[src/rtl/pad_serial_bridge.sv]
// Pad-side serial bridge: deserialises threshold frames from the pads, serialises
// core voltage words back out, and produces a synchronised core reset.
module pad_serial_bridge #(
  parameter int THRES_W     = 6,
  parameter int V_W         = 6,
  parameter int SYNC_STAGES = 2
) (
  input  logic               clk,
  input  logic               rst_n,
  input  logic               sdiI,
  input  logic               sframeI,
  output logic [THRES_W-1:0] thres,
  output logic               thres_valid,
  input  logic [V_W-1:0]     v,
  input  logic               v_valid,
  output logic               sdoO,
  output logic               sdo_frameO,
  output logic               busy,
  input  logic               clr_err,
  output logic               frame_err,
  output logic               ovf,
  output logic               rst_n_sync
);

  localparam int CNT_W = $clog2(THRES_W + 1);
  localparam int BIT_W = $clog2(V_W);

  typedef enum logic [1:0] {DES_IDLE, DES_SHIFT, DES_DRAIN} des_state_e;
  typedef enum logic [1:0] {SER_IDLE, SER_SEND, SER_GAP}    ser_state_e;

  logic [SYNC_STAGES-1:0] sync_q;

  // NOTE: sequential state is only ever written with <= so every flop samples
  // the pre-edge values of its neighbours, independent of process ordering.
  always_ff @(posedge clk or negedge rst_n) begin
    if (!rst_n) sync_q <= '0;
    else        sync_q <= {sync_q[SYNC_STAGES-2:0], 1'b1};
  end

  assign rst_n_sync = sync_q[SYNC_STAGES-1];

  // ---------------- threshold deserialiser ----------------
  logic               r_sdi_q, r_sframe_q;
  des_state_e         des_state_q, des_state_d;
  logic [THRES_W-1:0] des_sh_q, des_sh_d;
  logic [CNT_W-1:0]   des_cnt_q, des_cnt_d;
  logic [THRES_W-1:0] thres_q, thres_d;
  logic               thres_valid_q, thres_valid_d;
  logic               frame_err_q, frame_err_d, ferr_set;

  // NOTE: every signal assigned below gets a default first, so no path through
  // the case statement can leave a value unassigned and infer a latch.
  always_comb begin
    des_state_d   = des_state_q;
    des_sh_d      = des_sh_q;
    des_cnt_d     = des_cnt_q;
    thres_d       = thres_q;
    thres_valid_d = 1'b0;
    ferr_set      = 1'b0;
    case (des_state_q)
      DES_IDLE: begin
        if (r_sframe_q) begin
          des_sh_d    = {des_sh_q[THRES_W-2:0], r_sdi_q};
          des_cnt_d   = CNT_W'(1);
          des_state_d = DES_SHIFT;
        end
      end
      DES_SHIFT: begin
        if (r_sframe_q) begin
          if (des_cnt_q == CNT_W'(THRES_W)) begin
            ferr_set    = 1'b1;
            des_state_d = DES_DRAIN;
          end else begin
            des_sh_d  = {des_sh_q[THRES_W-2:0], r_sdi_q};
            des_cnt_d = des_cnt_q + CNT_W'(1);
          end
        end else begin
          if (des_cnt_q == CNT_W'(THRES_W)) begin
            thres_d       = des_sh_q;
            thres_valid_d = 1'b1;
          end else begin
            ferr_set = 1'b1;
          end
          des_state_d = DES_IDLE;
        end
      end
      DES_DRAIN: begin
        if (!r_sframe_q) des_state_d = DES_IDLE;
      end
      default: des_state_d = DES_IDLE;
    endcase
    // A set in the same cycle as a clear wins.
    frame_err_d = ferr_set | (frame_err_q & ~clr_err);
  end

  // ---------------- voltage serialiser ----------------
  ser_state_e     ser_state_q, ser_state_d;
  logic [V_W-1:0] ser_sh_q, ser_sh_d;
  logic [BIT_W-1:0] ser_cnt_q, ser_cnt_d;
  logic [V_W-1:0] hold_q, hold_d;
  logic           hold_full_q, hold_full_d;
  logic           ovf_q, ovf_d, ovf_set;
  logic           sdo_q, sdo_frame_q;

  always_comb begin
    ser_state_d = ser_state_q;
    ser_sh_d    = ser_sh_q;
    ser_cnt_d   = ser_cnt_q;
    hold_d      = hold_q;
    hold_full_d = hold_full_q;
    ovf_set     = 1'b0;
    case (ser_state_q)
      SER_IDLE: begin
        if (v_valid) begin
          ser_sh_d    = v;
          ser_cnt_d   = '0;
          ser_state_d = SER_SEND;
        end
      end
      SER_SEND: begin
        if (ser_cnt_q == BIT_W'(V_W - 1)) begin
          ser_state_d = SER_GAP;
        end else begin
          ser_sh_d  = {ser_sh_q[V_W-2:0], 1'b0};
          ser_cnt_d = ser_cnt_q + BIT_W'(1);
        end
        if (v_valid) begin
          if (hold_full_q) begin
            ovf_set = 1'b1;
          end else begin
            hold_d      = v;
            hold_full_d = 1'b1;
          end
        end
      end
      SER_GAP: begin
        if (hold_full_q) begin
          ser_sh_d    = hold_q;
          hold_full_d = 1'b0;
          ser_cnt_d   = '0;
          ser_state_d = SER_SEND;
          ovf_set     = v_valid;
        end else if (v_valid) begin
          // An empty holding buffer would be unloaded at this same edge, so the
          // word goes straight into the shift register.
          ser_sh_d    = v;
          ser_cnt_d   = '0;
          ser_state_d = SER_SEND;
        end else begin
          ser_state_d = SER_IDLE;
        end
      end
      default: ser_state_d = SER_IDLE;
    endcase
    ovf_d = ovf_set | (ovf_q & ~clr_err);
  end

  // NOTE: data registers are reset along with control so an aborted frame can
  // never leave stale bits that reappear on the pads after reset.
  always_ff @(posedge clk or negedge rst_n) begin
    if (!rst_n) begin
      r_sdi_q       <= 1'b0;
      r_sframe_q    <= 1'b0;
      des_state_q   <= DES_IDLE;
      des_sh_q      <= '0;
      des_cnt_q     <= '0;
      thres_q       <= '0;
      thres_valid_q <= 1'b0;
      frame_err_q   <= 1'b0;
      ser_state_q   <= SER_IDLE;
      ser_sh_q      <= '0;
      ser_cnt_q     <= '0;
      hold_q        <= '0;
      hold_full_q   <= 1'b0;
      ovf_q         <= 1'b0;
      sdo_q         <= 1'b0;
      sdo_frame_q   <= 1'b0;
    end else begin
      r_sdi_q       <= sdiI;
      r_sframe_q    <= sframeI;
      des_state_q   <= des_state_d;
      des_sh_q      <= des_sh_d;
      des_cnt_q     <= des_cnt_d;
      thres_q       <= thres_d;
      thres_valid_q <= thres_valid_d;
      frame_err_q   <= frame_err_d;
      ser_state_q   <= ser_state_d;
      ser_sh_q      <= ser_sh_d;
      ser_cnt_q     <= ser_cnt_d;
      hold_q        <= hold_d;
      hold_full_q   <= hold_full_d;
      ovf_q         <= ovf_d;
      sdo_frame_q   <= (ser_state_d == SER_SEND);
      sdo_q         <= (ser_state_d == SER_SEND) & ser_sh_d[V_W-1];
    end
  end

  assign thres       = thres_q;
  assign thres_valid = thres_valid_q;
  assign frame_err   = frame_err_q;
  assign ovf         = ovf_q;
  assign sdoO        = sdo_q;
  assign sdo_frameO  = sdo_frame_q;
  assign busy        = (ser_state_q != SER_IDLE) | hold_full_q;

endmodule

[config.mk]
export PLATFORM = sky130hd
export DESIGN_NAME = pad_serial_bridge
export DESIGN_NICKNAME = d
export VERILOG_FILES = /design/src/rtl/pad_serial_bridge.sv
export SDC_FILE = /design/constraint.sdc
export NUM_CORES = 1
export LEC_CHECK = 0
export ABC_CLOCK_PERIOD_IN_PS = 2000
export CAP_MARGIN = 20
export CORE_UTILIZATION = 55
export DETAILED_ROUTE_END_ITERATION = 6
export PLACE_DENSITY = 0.88
export SYNTH_ARGS = -nofsm -noshare
export SYNTH_HDL_FRONTEND = slang
export SYNTH_SLANG_ARGS = --single-unit
[constraint.sdc]
create_clock -name clk -period 2 [get_ports clk]
set_input_delay 0.2 -clock clk [delete_from_list [all_inputs] [get_ports clk]]
set_output_delay 0.2 -clock clk [all_outputs]
set_load 0.02 [all_outputs]
## Word-level counts from Yosys, hierarchy flattened

Index checks and enable logic that the tools add are counted.

| word-level totals | value |
|---|---|
| register bits | 44 |
| output and inout port bits | 13 |

| cells by class | value |
|---|---|
| bitwise gates (word level) | 9 |
| add/subtract/negate cells | 2 |
| reduce and logical (&&, ||, !) cells | 12 |
| equal/unequal tests | 14 |
| muxes and demuxes | 38 |

Operators by type and width:

| kind | number |
|---|---|
| 6-bit 2-to-1 mux | 6 |
| 3-bit 2-to-1 mux | 6 |
| 6-bit case mux with 3 select lines | 1 |
| 1-bit 2-to-1 mux | 12 |
| 2-bit 2-to-1 mux | 6 |
| 2-bit inequality test (second input constant) | 6 |
| 2-bit case mux with 3 select lines | 2 |
| 6-bit case mux with 2 select lines | 1 |
| 3-bit case mux with 3 select lines | 1 |
| 3-bit AND reduction | 3 |
| 3-bit by 1-bit adder with 3-bit output (second input constant) | 2 |
| 2-bit by 1-bit == test with 1-bit output (second input constant) | 3 |
| 3-bit == test (second input constant) | 2 |
| 3-bit case mux with 2 select lines | 1 |
| 2-bit nonzero test | 3 |
| 2-bit == test (second input constant) | 2 |
| 2-bit logical NOT | 2 |
| 1-bit case mux with 2 select lines | 2 |
| 2-bit AND reduction | 2 |
| 4-bit AND reduction | 1 |
| 1-bit AND | 3 |
| 3-bit inequality test (second input constant) | 1 |
| 1-bit NOT | 3 |
| 1-bit OR | 3 |
| 3-bit nonzero test | 1 |

## Logic depth before layout (Yosys ltp)

Gate-level depths: netlist of the first run.

| depth | value |
|---|---|
| word-level depth | 5 |
| depth in mapped cells | 7 |
| mapped depth without buffers | 7 |

## Worst setup path before layout of the first run

No wires, ideal clock.

| timing | value |
|---|---|
| path kind | register to register |
| start | reg ser_state_q[0] |
| end | reg sdo_q, in the netlist sdoO |
| path buffers | 1 |
| stages on the path, launching flop included | 8 |
| setup time | 119 ps |
| setup slack | 293 ps |
| data arrival time | 1588 ps |
| required time | 1881 ps |
| clock period less this slack | 1707 ps |
| cell sequence | dfrtp_1 -> inv_1 -> ha_1 -> and2_0 -> buf_2 -> a2111oi_4 -> nor3b_2 -> and2_1 |

| on the way | value |
|---|---|
| longest elaborated chain between the ends | 4 |

RTL lines:

| item | RTL line | text |
|---|---|---|
| start: declaration | 97 | `ser_state_e ser_state_q, ser_state_d;` |
| start signal: assignment | 187 | `ser_state_q <= ser_state_d;` |
| 2-bit == test, or another cell as far along | 112 | `case (ser_state_q)` |
| 2-bit case mux with 3 select lines | 112 |  |
| 2-bit by 1-bit == test with 1-bit output | 194 | `sdo_q <= (ser_state_d == SER_SEND) & ser_sh_d[V_W-1];` |
| 1-bit AND (*) | 194 |  |
| end signal: assignment | 194 |  |
| end: declaration | 103 | `logic sdo_q, sdo_frame_q;` |

Mark *: on every way between the ends. The rest lies on a longest branch, timed or not.
A chain may end at the register's enable or synchronous reset.

## Worst setup path after layout of the first run

Ends and elaborated chain as after synthesis.

==> out/results.tsv, run 1 <==
stage	metric	value	unit
status	status	finished, final reports clean	
critical_path	critical path class	reg2reg	
placed_design	gpl congestion	0.8526	
critical_path	kind of start point of the critical path	flop	
placed_design	IO buf count	24	
timing	min Tclk post-route	1.802	ns
logic_synthesis	ys flop type	dfrtp_1	
routing	initial DRC count	52	
routing	Pre-Repair DR Iteration Count	4	
power_and_ir_drop	leakage	0.001142	uW
placed_design	Setup Slack @ Placement	0.08402	ns
floorplan	Die Area	3967	sq um
clock_network	H-tree Lvls	2	
clock_network	postcts setup bufs	0	
routing	WL met3	126	microns
routing	Post-Route M1 WL	1517	microns
logic_synthesis	Post-synth EDFFs	0	
final_layout	layout cells sized above 1	0.1692	
floorplan	Std-Cell Core Area	3442	sq um
logic_synthesis	Commonest cells post-synth	dfrtp_1 (44), mux2_2 (18), inv_1 (12)	
timing	Final WS setup	0.1982	ns
logic_synthesis	cell count after synthesis	169	
floorplan	site row count	21	
routing	via count	1419	
timing	Clock Skews	0.006956	ns
routing	final WL	3696	microns
final_layout	footprint of the multi-input gates	884.6	sq um
logic_synthesis	Synth area leaders	dfrtp_1 (54%), mux2_2 (9.9%), ha_1 (6.1%), mux2i_1 (3.9%), o21ai_0 (2.7%)	
power_and_ir_drop	Worst IR Drop VDD	0.0005377	V
critical_path	Worst Path Arrival	1.99	ns
timing	Final Hold Slack	0.3488	ns
critical_path	crit-path cells	inv_1, ha_1, and2_1, a2111oi_4, nor3b_2, and2_1	
clock_network	Root Buffer	clkbuf_8	
timing	unrepaired setup endpoints after global routing	false	
placed_design	dpl cell area	2346	sq um
logic_synthesis	most numerous cell in the Yosys netlist	dfrtp_1	
logic_synthesis	Avg Inst Size Synth	12.10	sq um
final_layout	Nets	223	
worst_hold_path	Worst Hold Class	in2reg	
routing	routed wl met2	2006	microns
logic_synthesis	YS warnings	0	
grt	largest net degree at the start of global routing	45	
job	# Max-Cap Violations	0	
routing	Wirelength per Cell	14.96	microns
final_layout	Finished Cell Area	2441	sq um
floorplan	Die Ht	62.99	microns
floorplan	Die Wd	62.99	microns
timing	fin crit share	0.9009	
power_and_ir_drop	PD cells	859.6	nW/um^2
clock_network	Reg clk slew, reported paths	0.08	ns
timing	TNS Setup	0	ns
clock_network	CTS tree	built	
final_layout	FF/Latch Area	1102	sq um
clock_network	CTS Buffer Depth	2	
timing	Slew HR	0.6471	
final_layout	Final Core Density	0.7092	
routing	DR vias/cell	5.745	
placed_design	HPWL after detailed placement	2770	microns
critical_path	Max stage delay on crit path	0.42	ns
critical_path	worst path required time	2.19	ns
final_layout	# diodes	0	
logic_synthesis	Yosys top cell area share	0.5382	
final_layout	FILL cells	237	
final_layout	Area Overhead vs Synth	19.33	%
grt	grt ovf	0	
critical_path	crit end category	flop	
timing	Worst Tran Pin Value	0.5293	ns
grt	Total Routing Usage GR	0.2058	
logic_synthesis	Cell Area, Synth	2046	sq um
logic_synthesis	Seq/Total Area, Yosys	0.5382	
clock_network	Clk Latency, worst-skew pair	0.29	ns
floorplan	Initial Utilization	0.5943	
logic_synthesis	syn_nets	191	
floorplan	IO Pins	25	
logic_synthesis	asr flop ratio synth	1.000	
grt	vias in the first global route	1417	
timing	Final Setup Violations	0	
logic_synthesis	#FFs+latches synth	44	
timing	Slew Limit Fails	0	
grt	first-pass GRT wire length	6327	microns
routing	DRC errors left	0	
critical_path	critical-path maximum fanout	7	
critical_path	Critical Path Slowest Stage Cell	dfrtp_2	
timing	fmax	0.5550	GHz
routing	Top Layer Used	met4	
timing	Fin. Hold Viols	0	
clock_network	Num CTS Buffers	5	
critical_path	Top cell by count, worst path	and2_1	
logic_synthesis	Yosys cell types	31	
routing	Final ANT Viol Nets	0	
clock_network	Sink Count	44	
grt	initial antenna violation count	0	
logic_synthesis	post-synth top area cell	dfrtp_1	
layout make-up:
class | instances | share of cell area
clock buffer | 5 | 0.02819
clock inverter | 2 | 0.005126
inverter | 12 | 0.01845
multi-input combinational | 110 | 0.3624
sequential | 44 | 0.4516
tap | 46 | 0.02358
timing repair buffer | 28 | 0.1107
registers in the layout, summed over array words and instances, names as in the netlist:
register and cells:
hold_q 6, sdo_frameO 1, ser_cnt_q 3, thres 6
ovf 1, des_sh_q 6, r_sframe_q 1, des_state_q 2
thres_valid 1, des_cnt_q 3, frame_err 1, r_sdi_q 1
ser_state_q 2, hold_full_q 1, sync_q 2, sdoO 1
ser_sh_q 6
path summary, 6_finish.rpt:
| path | from | to | slack [ns] | cells after the start |
|---|---|---|---|---|
| hold / removal | sframeI | r_sframe_q | 0.35 | 1 |
| setup / recovery | ser_state_q[0] | sdoO | 0.20 | 6 |
| setup reg to reg | ser_state_q[0] | sdoO | 0.20 | 6 |
| hold reg to reg | sync_q[0] | sync_q[1] | 0.35 | 0 |
| min in group asynchronous | rst_n | sdo_frameO | 0.50 | 3 |
| max in group asynchronous | rst_n | ser_state_q[0] | 1.12 | 3 |
cell usage in the layout, fill, tap and decap left out, drive strengths merged, types with 4 or more instances in the layout:
cell / synthesis / routed
o21ai: 11 / 11
a22oi: 4 / 4
mux2i: 8 / 8
nand2b: 5 / 5
mux2: 18 / 18
nand2: 10 / 10
a21oi: 7 / 7
ha: 10 / 10
a22o: 6 / 6
inv: 12 / 12
buf: 3 / 4
nor2: 5 / 5
clkdlybuf4s50: 0 / 22
clkbuf: 0 / 5
dfrtp: 44 / 44
repair_timing:
item,CTS,global route
endpoints found under the hold margin,44,0
pin swaps,0,0
resized for setup,1,2
setup endpoints to repair,1,2
hold buffers,1,0
cells by family (layout without fill, tap and decap cells):
family                     after synthesis  after routing  synth area share
DFF                                     44             44            0.5382
buffers and inverters                   15             47           0.02935
muxes                                   26             26            0.1382
other                                    1              1          0.001833
AOI/OAI and AO/OA                       41             41            0.1492
adders and majority gates               10             10           0.06116
and+or+nand+nor                         32             32           0.08196
critical path: cells and delay by family (launching register included):
family	cells	cell delay [ns]
AND/OR/NAND/NOR	3	0.55
flip-flops	1	0.42
AO/OA/AOI/OAI	1	0.36
adder cells (fa/ha/maj)	1	0.28
buffers and inverters	1	0.08
per-layer routing:
| metal | vias to the layer above | GRT usage |
|---|---|---|
| met3 | 6 | 0.03832 |
| met2 | 34 | 0.3750 |
| met4 | 0 | 0.06105 |
| li1 | 659 | - |
| met5 | - | 0 |
| met1 | 720 | 0.2430 |
where the power goes:
part	switching [uW]	internal, uW	total [uW]	leakage (uW)
Combinational	198	247	445	0.000557
Clock	284	236	521	0.0000400
Sequential	97.6	1040	1130	0.000545
metrics by stage:
step | instances | power, uW
final | 247 | 2098
after global routing | 247 | 2208
after CTS | 247 | 2120
after detailed placement | 239 | 1600
after global placement | 239 | 1560
after floorplan | 169 | 1403
(Power assumes the default switching activity.)
==> inputs of run 2 (changes only) <==
Settings changed: CORE_UTILIZATION 55 to 57, CTS_BUF_LIST from default to sky130_fd_sc_hd__clkbuf_4, PLACE_DENSITY 0.88 to 0.9.
==> run 2 against run 1 <==
Cell count rose by 0.40%. Clock skew rose by 0.0082 ns. Sequential cell count did not move. Combinational power barely moved. Critical path type is now reg2out.
==> out/results.tsv, run 2 (synthesis gave the netlist of run 1 again) <==
stage	metric	value	unit
final_layout	layout cells sized above 1	0.1683	
grt	vias in the first global route	1410	
final_layout	Finished Cell Area	2436	sq um
critical_path	Worst Path Arrival	1.62	ns
critical_path	crit end category	output port	
clock_network	Root Buffer	clkbuf_4	
floorplan	site row count	21	
grt	initial antenna violation count	0	
grt	Total Routing Usage GR	0.2337	
critical_path	critical path class	reg2out	
routing	final WL	3881	microns
floorplan	Std-Cell Core Area	3390	sq um
floorplan	IO Pins	25	
final_layout	commonest non-fill, non-tap cell in the layout	dfrtp_1	
grt	first-pass GRT wire length	6196	microns
final_layout	Area Overhead vs Synth	19.08	%
final_layout	# diodes	0	
placed_design	HPWL after detailed placement	2839	microns
grt	largest net degree at the start of global routing	45	
routing	Wirelength per Cell	15.65	microns
final_layout	most frequent cells in the layout	dfrtp_1 (43), clkdlybuf4s50_1 (22), mux2_2 (18), inv_1 (12), o21ai_0 (11)	
power_and_ir_drop	leakage	0.001143	uW
clock_network	Num CTS Buffers	5	
timing	Final Setup Violations	0	
placed_design	dpl cell area	2346	sq um
power_and_ir_drop	Tot Pwr	2136	uW
clock_network	H-tree Lvls	2	
routing	DRC errors left	0	
timing	Slew HR	0.6347	
floorplan	Die Ht	61.91	microns
routing	via count	1396	
timing	Slew Limit Fails	0	
clock_network	CTS Buffer Depth	2	
timing	Fin. Hold Viols	0	
placed_design	IO buf count	24	
grt	grt ovf	0	
clock_network	Reg clk slew, reported paths	0.13	ns
timing	unrepaired setup endpoints after global routing	false	
final_layout	FILL cells	234	
floorplan	Initial Utilization	0.6035	
routing	initial DRC count	52	
job	# Max-Cap Violations	0	
floorplan	Die Area	3832	sq um
clock_network	Sink Count	44	
critical_path	kind of start point of the critical path	flop	
final_layout	footprint of the multi-input gates	884.6	sq um
critical_path	worst path required time	1.80	ns
timing	Final Hold Slack	0.2649	ns
routing	Final ANT Viol Nets	0	
status	status	finished, final reports clean	
routing	Pre-Repair DR Iteration Count	4	
final_layout	FF/Latch Area	1102	sq um
timing	Final WS setup	0.1804	ns
timing	Clock Skews	0.01521	ns
critical_path	critical-path maximum fanout	6	
clock_network	Clk Latency, worst-skew pair	0.37	ns
final_layout	Nets	223	
worst_hold_path	Worst Hold Class	in2reg	
timing	min Tclk post-route	1.820	ns
timing	TNS Setup	0	ns
timing	fmax	0.5496	GHz
clock_network	CTS tree	built	
power_and_ir_drop	PD cells	876.9	nW/um^2
floorplan	Die Wd	61.91	microns
power_and_ir_drop	Worst IR Drop VDD	0.0005527	V
timing	fin crit share	0.9098	
routing	DR vias/cell	5.629	
placed_design	Setup Slack @ Placement	0.09274	ns
placed_design	gpl congestion	0.8498	
timing	Worst Tran Pin Value	0.5480	ns
run 2: cell types whose count changed in the layout (fill, tap and decap cells not counted), sizes merged:
cell	previous run	this run
dlygate4sd2	0	1
bufinv	0	1
clkinv	1	2
clkinvlp	1	0
dlymetal6s2s	1	0
run 2: metal layers:
layer,wire length (microns),track usage
met2,2080,0.4178
met4,110,0.1238
met1,1562,0.2586
met3,127,0.05383
met5,0,0
run 2: layout make-up:
class / instances / share of cell area
Timing Repair Buffer: 28 / 0.1094
Sequential cell: 44 / 0.4525
Clock buffer: 5 / 0.01541
Clock inverter: 3 / 0.01746
Multi-Input combinational cell: 110 / 0.3631
Tap cell: 46 / 0.02363
Inverter: 12 / 0.01849
run 2: critical path: stages, from the launching register on:
cell	delay, ns
dfrtp_2	0.47
inv_1	0.09
ha_1	0.27
nand2_1	0.09
dlygate4sd2_1	0.33
run 2: final timing paths:
kind / slack [ns] / endpoint / depth (start not counted) / start
hold / removal: 0.26 / r_sframe_q / 1 / sframeI
setup / recovery: 0.18 / busy / 4 / ser_state_q[0]
max in group asynchronous: 1.18 / ser_state_q[0] / 3 / rst_n
hold reg to reg: 0.37 / sync_q[1] / 0 / sync_q[0]
min in group asynchronous: 0.42 / des_cnt_q[1] / 3 / rst_n
setup reg to reg: 0.18 / sdoO / 6 / ser_state_q[0]
run 2: power by group:
part | switching [uW] | internal, uW
Clock | 288 | 261
Sequential | 105 | 1030
Combinational | 200 | 248
Total | 593 | 1540
run 2: timing repair:
| action | in CTS | in global routing |
|---|---|---|
| hold buffers | 1 | 0 |
| endpoints found under the hold margin | 44 | 0 |
| endpoints found under the setup margin | 1 | 2 |
| setup buffers | 0 | 0 |
| resized for setup | 2 | 1 |
run 2: metrics by stage:
step / instances / utilization
6_report: 248 / 0.7187
5_1_grt: 248 / 0.7187
4_1_cts: 248 / 0.7187
3_5_place_dp: 239 / 0.6921
3_3_place_gp: 239 / 0.6921
2_1_floorplan: 169 / -
